==> src/rtl/omem_wb_write_buffer.sv <==
// omem_wb_write_buffer: FIFO of 96-bit result rows, each drained as three
// 32-bit Wishbone classic write cycles (X, Y, Z) at consecutive word addresses.
module omem_wb_write_buffer #(
    parameter int WB_WIDTH  = 32,
    parameter int ROW_WIDTH = 96,
    parameter int DEPTH     = 4
) (
    input  logic                 CLK_I,
    input  logic                 RST_I,
    input  logic                 iWriteEnable,
    input  logic [WB_WIDTH-1:0]  iAddress,
    input  logic [ROW_WIDTH-1:0] iData,
    output logic                 oFull,
    output logic                 oEmpty,
    output logic                 oOverflow,
    output logic [WB_WIDTH-1:0]  ADR_O,
    output logic [WB_WIDTH-1:0]  DAT_O,
    output logic                 WE_O,
    output logic                 STB_O,
    output logic                 CYC_O,
    input  logic                 ACK_I
);
    localparam int AW = $clog2(DEPTH);
    localparam int CW = AW + 1;
    localparam int EW = ROW_WIDTH + WB_WIDTH;

    typedef enum logic {IDLE, XFER} state_t;

    logic [EW-1:0]       mem_q [DEPTH];
    logic [AW-1:0]       wr_ptr_q, wr_ptr_d, rd_ptr_q, rd_ptr_d, nxt_ptr;
    logic [CW-1:0]       count_q, count_d;
    state_t              state_q, state_d;
    logic [1:0]          beat_q, beat_d;
    logic                stb_q, stb_d, ovf_q, ovf_d, empty_q, empty_d;
    logic [WB_WIDTH-1:0] adr_q, adr_d, dat_q, dat_d;
    logic [EW-1:0]       head;
    logic                full, push, pop;

    assign full    = count_q == CW'(DEPTH);
    assign push    = iWriteEnable && !full;
    assign head    = mem_q[rd_ptr_q];
    assign nxt_ptr = rd_ptr_q + AW'(1);

    always_comb begin
        state_d = state_q;
        beat_d  = beat_q;
        stb_d   = stb_q;
        adr_d   = adr_q;
        dat_d   = dat_q;
        pop     = 1'b0;
        if (state_q == IDLE) begin
            if (count_q != '0) begin
                state_d = XFER;
                beat_d  = 2'd0;
                stb_d   = 1'b1;
                adr_d   = head[EW-1 -: WB_WIDTH];
                dat_d   = head[ROW_WIDTH-1 -: WB_WIDTH];
            end
        end else if (ACK_I) begin
            if (beat_q != 2'd2) begin
                beat_d = beat_q + 2'd1;
                adr_d  = head[EW-1 -: WB_WIDTH] + WB_WIDTH'(beat_q) + WB_WIDTH'(1);
                dat_d  = (beat_q == 2'd0) ? head[2*WB_WIDTH-1 -: WB_WIDTH] : head[WB_WIDTH-1:0];
            end else begin
                pop = 1'b1;
                // Another row already queued: chain straight into it with CYC_O held.
                if (count_q > CW'(1)) begin
                    beat_d = 2'd0;
                    adr_d  = mem_q[nxt_ptr][EW-1 -: WB_WIDTH];
                    dat_d  = mem_q[nxt_ptr][ROW_WIDTH-1 -: WB_WIDTH];
                end else begin
                    state_d = IDLE;
                    stb_d   = 1'b0;
                end
            end
        end
        wr_ptr_d = wr_ptr_q + AW'(push);
        rd_ptr_d = rd_ptr_q + AW'(pop);
        count_d  = count_q + CW'(push) - CW'(pop);
        ovf_d    = ovf_q | (iWriteEnable & full);
        empty_d  = (count_d == '0) && (state_d == IDLE);
    end

    always_ff @(posedge CLK_I or posedge RST_I) begin
        if (RST_I) begin
            state_q  <= IDLE;
            beat_q   <= 2'd0;
            stb_q    <= 1'b0;
            adr_q    <= '0;
            dat_q    <= '0;
            wr_ptr_q <= '0;
            rd_ptr_q <= '0;
            count_q  <= '0;
            ovf_q    <= 1'b0;
            empty_q  <= 1'b1;
        end else begin
            state_q  <= state_d;
            beat_q   <= beat_d;
            stb_q    <= stb_d;
            adr_q    <= adr_d;
            dat_q    <= dat_d;
            wr_ptr_q <= wr_ptr_d;
            rd_ptr_q <= rd_ptr_d;
            count_q  <= count_d;
            ovf_q    <= ovf_d;
            empty_q  <= empty_d;
        end
    end

    always_ff @(posedge CLK_I) begin
        if (push) mem_q[wr_ptr_q] <= {iAddress, iData};
    end

    assign oFull     = full;
    assign oEmpty    = empty_q;
    assign oOverflow = ovf_q;
    assign ADR_O     = adr_q;
    assign DAT_O     = dat_q;
    assign WE_O      = stb_q;
    assign STB_O     = stb_q;
    assign CYC_O     = stb_q;
endmodule

==> config.mk <==
export PLATFORM = sky130hd
export DESIGN_NAME = omem_wb_write_buffer
export DESIGN_NICKNAME = d
export VERILOG_FILES = /design/src/rtl/omem_wb_write_buffer.sv
export SDC_FILE = /design/constraint.sdc
export NUM_CORES = 1
export LEC_CHECK = 0
export BUFFER_PORTS_ARGS = -buffer_cell sky130_fd_sc_hd__buf_2
export CAP_MARGIN = 30
export CORE_MARGIN = 4
export CORE_UTILIZATION = 54
export CTS_CLUSTER_SIZE = 20
export DETAILED_ROUTE_END_ITERATION = 8
export GPL_ROUTABILITY_DRIVEN = 0
export PLACE_DENSITY = 0.76
export SLEW_MARGIN = 20
export SYNTH_ARGS = -nofsm -noshare
export SYNTH_HDL_FRONTEND = slang
export SYNTH_SLANG_ARGS = --single-unit
export TNS_END_PERCENT = 50
==> constraint.sdc <==
create_clock -name CLK_I -period 9.25 [get_ports CLK_I]
set_input_delay 0.925 -clock CLK_I [delete_from_list [all_inputs] [get_ports CLK_I]]
set_output_delay 0.925 -clock CLK_I [all_outputs]
set_load 0.01 [all_outputs]
# [Word-level counts from Yosys, hierarchy flattened]
# Memory sizes are Yosys's and may differ from the RTL's.
# Index checks and enable logic that the tools add are counted.
[op_classes] n_addsub=8 multipliers=0 n_div=0 magnitude_cmp=1 eq_ne=6 shifts=0 n_mux=31 bitwise=3 reduce_logical=9
[op_table] cell="32-bit 2-to-1 mux" count=11
[op_table] cell="32-bit by 1-bit adder with 32-bit output, second input constant" count=1
[op_table] cell="32-bit by 2-bit adder with 32-bit output" count=1
[op_table] cell="1-bit 2-to-1 mux" count=15
[op_table] cell="2-bit 2-to-1 mux" count=5
[op_table] cell="2-bit inequality test, second input constant" count=4
[op_table] cell="2-bit by 1-bit adder with 2-bit output" count=2
[op_table] cell="2-bit by 1-bit adder with 2-bit output, second input constant" count=2
[op_table] cell="4-bit AND reduction" count=1
[op_table] cell="3-bit by 1-bit adder with 3-bit output" count=1
[op_table] cell="3-bit equality test, second input constant" count=1
[op_table] cell="3-bit by 1-bit greater-than comparator with 1-bit output, second input constant" count=1
[op_table] cell="3-bit logical NOT" count=1
[op_table] cell="3-bit by 1-bit inequality test with 1-bit output, second input constant" count=1
[op_table] cell="3-bit AND reduction" count=1
[op_table] cell="3-bit nonzero test" count=1
[op_table] cell="3-bit by 1-bit subtractor with 3-bit output" count=1
[op_table] cell="1-bit logical AND" count=2
[op_table] cell="2-bit logical NOT" count=1
[op_table] cell="2-bit nonzero test" count=1
[op_table] cell="1-bit bitwise AND" count=1
[op_table] cell="1-bit logical NOT" count=1
[op_table] cell="1-bit inverter" count=1
[op_table] cell="1-bit bitwise OR" count=1
[totals] ff_bits=77 latch_bits=0 ramBits=512 rom_bits=0 in_bits=132 out_inout_bits=70 elab_cells=69 n_memories=1
[memory_table] name="mem_q" depth=4 width=128 rd=2 rd_clocked_by_memory_dff=0 write_ports=1 line_no="29" rtl="logic [EW-1:0] mem_q [DEPTH];"

# [Longest topological paths before layout]
[depth] depth_word=7 mapped_depth=16 depth_no_buf=10

# [Worst setup path before layout]
# No wires, ideal clock.
[synth_timing] path_kind="input-to-reg" startpoint="input port iWriteEnable" endpoint="memory mem_q[0][0] (netlist name) (enable)" setup_time_ns=0.772 arrival_ns=9.646 required_time_ns=8.478 setup_slack_ns=-1.168 cell_stages=2 cell_sequence="nand2b_1 > nor3_1"
[synth_via] elab_chain_len=3
[synth_rtl] item="start, declared" line_no="10" rtl="input logic iWriteEnable,"
[synth_rtl] item="1-bit logical AND" line_no="40" rtl="assign push = iWriteEnable && !full;"
[synth_rtl] item="1-bit 2-to-1 mux" line_no="111" rtl="if (push) mem_q[wr_ptr_q] <= {iAddress, iData};"
[synth_rtl] item="1-bit 2-to-1 mux (implied by the code)" line_no="111"
[synth_rtl] item="end, declared" line_no="29"
# No other way between the ends.

# [Final worst setup path]
[layout_timing] startpoint="register rd_ptr_q[0]" endpoint="register adr_q[18] (netlist: ADR_O[18])"
[layout_via] elab_chain_len=6 word_cells_on_any_way=9 cone_classes="3 x add/sub; 5 x mux; 1 x memory"
[layout_rtl] item="start, declared" line_no="30" rtl="logic [AW-1:0] wr_ptr_q, wr_ptr_d, rd_ptr_q, rd_ptr_d, nxt_ptr;"
[layout_rtl] item="start signal, assigned" line_no="103" rtl="rd_ptr_q <= rd_ptr_d;"
[layout_rtl] item="memory read 4 x 128 bit (*)"
[layout_rtl] item="32-bit by 2-bit adder with 32-bit output / memory read 4 x 128 bit (equally long branches)"
[layout_rtl] item="32-bit by 1-bit adder with 32-bit output / 32-bit 2-to-1 mux (equally long branches)" line_no="62, 67"
[layout_rtl] item="32-bit 2-to-1 mux" line_no="60" rtl="if (beat_q != 2'd2) begin"
[layout_rtl] item="32-bit 2-to-1 mux" line_no="59" rtl="end else if (ACK_I) begin"
[layout_rtl] item="32-bit 2-to-1 mux (*)" line_no="51" rtl="if (state_q == IDLE) begin"
[layout_rtl] item="end signal, assigned" line_no="100" rtl="adr_q <= adr_d;"
[layout_rtl] item="end, declared" line_no="35" rtl="logic [WB_WIDTH-1:0] adr_q, adr_d, dat_q, dat_d;"
# Mark *: on every way between the ends. The rest lies on a longest branch, timed or not. The select of a mux whose other input is x is not followed.
# A chain may end at the register's enable or synchronous reset.

==> results.json <==
{
  "status": "finished clean",
  "die_w_um": 223.2,
  "seq_area_frac_synth": 0.6919,
  "dieArea_um2": 49820,
  "worstMarginPinSlew_ns": 1.039,
  "cts-root-buf": "clkbuf_16",
  "hp-class": "primary input to asynchronous set/reset pin",
  "grt_overflow": 0,
  "grt_pass1_vias": 14690,
  "cp_max_fo": 113,
  "htreeDepth": 2,
  "nFillCells": 3164,
  "wl_um": 56350,
  "finalSetupTns_ns": 0,
  "synth_cell_types": 60,
  "multi_input_area_um2": 7249,
  "power.density_nw_per_um2": 336.8,
  "peakVddDrop_uv": 449.4,
  "synth_seq_cells": 589,
  "num_rows": 78,
  "clkLatencyLatePin_ns": 0.63,
  "grt_pass1_wl_um": 86360,
  "cp.required_ns": 9.75,
  "grt_max_degree": 129,
  "start_kind": "flip-flop",
  "synth_cells": 1414,
  "setup_violations": 0,
  "fin_util": 0.6280,
  "routed_via_density": 6.338,
  "drive_gt1_frac": 0.3105,
  "drcViolationCount": 0,
  "synth_nets": 1556,
  "register_area_um2": 17310,
  "worstSetupPathType": "flip-flop to flip-flop",
  "synth_edf_count": 512,
  "cts-hold-fix-buffers": 0,
  "max_freq_mhz": 269.8,
  "chipHeight_um": 223.2,
  "finalPower_mw": 9.638,
  "start_util": 0.5487,
  "dpl_cell_area_um2": 26610,
  "layout.nets": 1744,
  "finalMaxSlewViolations": 0,
  "clkSlewWorstSetupHoldPaths_ns": 0.06,
  "min_period_ns": 3.706,
  "clock_path_buffers": 3,
  "core-area_um2": 45580,
  "endpoint_kind": "flip-flop",
  "cts_made_buffers": 59,
  "num_vias": 14340,
  "async_flop_share": 0.1307,
  "clkSinkCount": 589,
  "rsz0062_at_grt": "false",
  "io_buffer_count": 201,
  "fin_skew_ns": 0.01599,
  "cap_violations": 0,
  "slew_headroom": 0.3070,
  "grtUsageTotal": 0.2252,
  "synthFlopType": "edfxtp_1",
  "finalCritPeriodShare": 0.4007,
  "antenna_found_initial": 18,
  "post-cts-setup-buffers": 0,
  "syn_area_um2": 25010,
  "leakagePower_nw": 9.817,
  "wl_per_cell_um": 24.91,
  "cts_resized": 0,
  "arrival_ns": 4.21,
  "dr.pass1.iters": 5,
  "area_delta_synth_final_pct": 14.44,
  "hpwl_um": 32840,
  "yosysWarnings": 0,
  "finalHoldViolCount": 0,
  "first_iter_violations": 1388,
  "synth.avg_cell_area_um2": 17.69,
  "rrSetupSlack_ns": 5.54,
  "post-route-cell-area_um2": 28620,
  "tritoncts": "built",
  "dp.cells": 2141,
  "postRouteAntennaNets": 0,
  "fin_cells": 2262,
  "io-pin-count": 202
}
## sequential cells by signal, indices dropped and copies added (netlist names)
signal	cells
wr_ptr_q	2
mem_q	512
ADR_O	32
count_q	3
CYC_O	1
state_q	1
rd_ptr_q	2
DAT_O	32
beat_q	2
oOverflow	1
oEmpty	1
## worst paths after layout
path                               end  cells past startpoint        start
setup / recovery             ADR_O[18]                      7  rd_ptr_q[0]
hold / removal                DAT_O[2]                      2        RST_I
setup reg to reg             ADR_O[18]                      7  rd_ptr_q[0]
hold reg to reg              oOverflow                      1    oOverflow
max in group asynchronous  rd_ptr_q[0]                      3        RST_I
min in group CLK_I           oOverflow                      1    oOverflow
## routing by layer
metal,GRT usage,share of wire,vias to the layer above
li1,-,-,6147
met2,0.3623,0.49,641
met3,0.04842,0.085,117
met5,0,0.0020,-
met4,0.06562,0.024,18
met1,0.3175,0.40,7413
## report_power, final
group / switching [mW] / leakage (nW) / internal, mW
sequential: 0.321 / 5.60 / 3.58
combinational: 1.86 / 3.25 / 1.47
clock: 0.985 / 0.971 / 1.42
## through the flow
step	hold WS, ns	setup slack [ns]
2_1_floorplan	0.4932	2.122
3_3_place_gp	0.4373	5.415
3_5_place_dp	0.4392	5.413
4_1_cts	0.3541	5.444
5_1_grt	0.3845	5.153
6_report	0.3707	5.544
## placed cells by master (no fill, tap or decap), drive strengths merged, types with 8 or more instances in the layout
master / count
o21ai: 60
mux4: 189
nor2: 76
a21oi: 57
diode: 10
a311oi: 37
edfxtp: 512
o22ai: 12
ha: 8
clkinv: 19
nand2: 137
dfrtp: 76
nor3: 17
nand4: 9
mux2i: 9
inv: 16
nand3: 10
clkbuf: 86
buf: 222
## cells in the mapped netlist (8+ instances only)
library cell	number	area, um^2
edfxtp_1	512	15370
mux4_2	185	4167
nand2_1	137	514.2
dfrtp_1	76	1902
nor2_1	76	285.3
o21ai_0	60	300.3
a21oi_1	57	285.3
clkbuf_1	53	198.9
a311oi_1	37	324.1
buf_2	27	135.1
inv_1	16	60.06
nor3_1	16	80.08
o22ai_1	12	75.07
nand3_1	10	50.05
mux2i_1	9	90.09
ha_1	8	100.1
nand4_1	8	50.05
## cells by family after synthesis
group	synth area share
buffers and inverters	0.02016
adder cells (fa/ha/maj)	0.005604
AO/OA/AOI/OAI	0.05529
XOR/XNOR	0.001751
multiplexers	0.1753
flip-flops	0.6919
AND/OR/NAND/NOR	0.04998
## area by class of cell
type                    instances  share of cell area
diodes                         10           0.0008744
clock buffers                  86             0.05832
flip-flops and latches        589              0.6049
inverters                      16            0.002186
well taps                     600             0.02623
clock inverters                25             0.01110
repair buffers                222             0.04311
multi-input cells             714              0.2533
## critical path, stage by stage, from the launching register on
cell	delay, ns
dfrtp_4	0.79
buf_12	0.65
mux4_1	0.47
nand3_1	0.15
nor3_1	0.81
and4_1	0.33
a32oi_1	0.11
o31a_1	0.16
(Power assumes the default switching activity.)
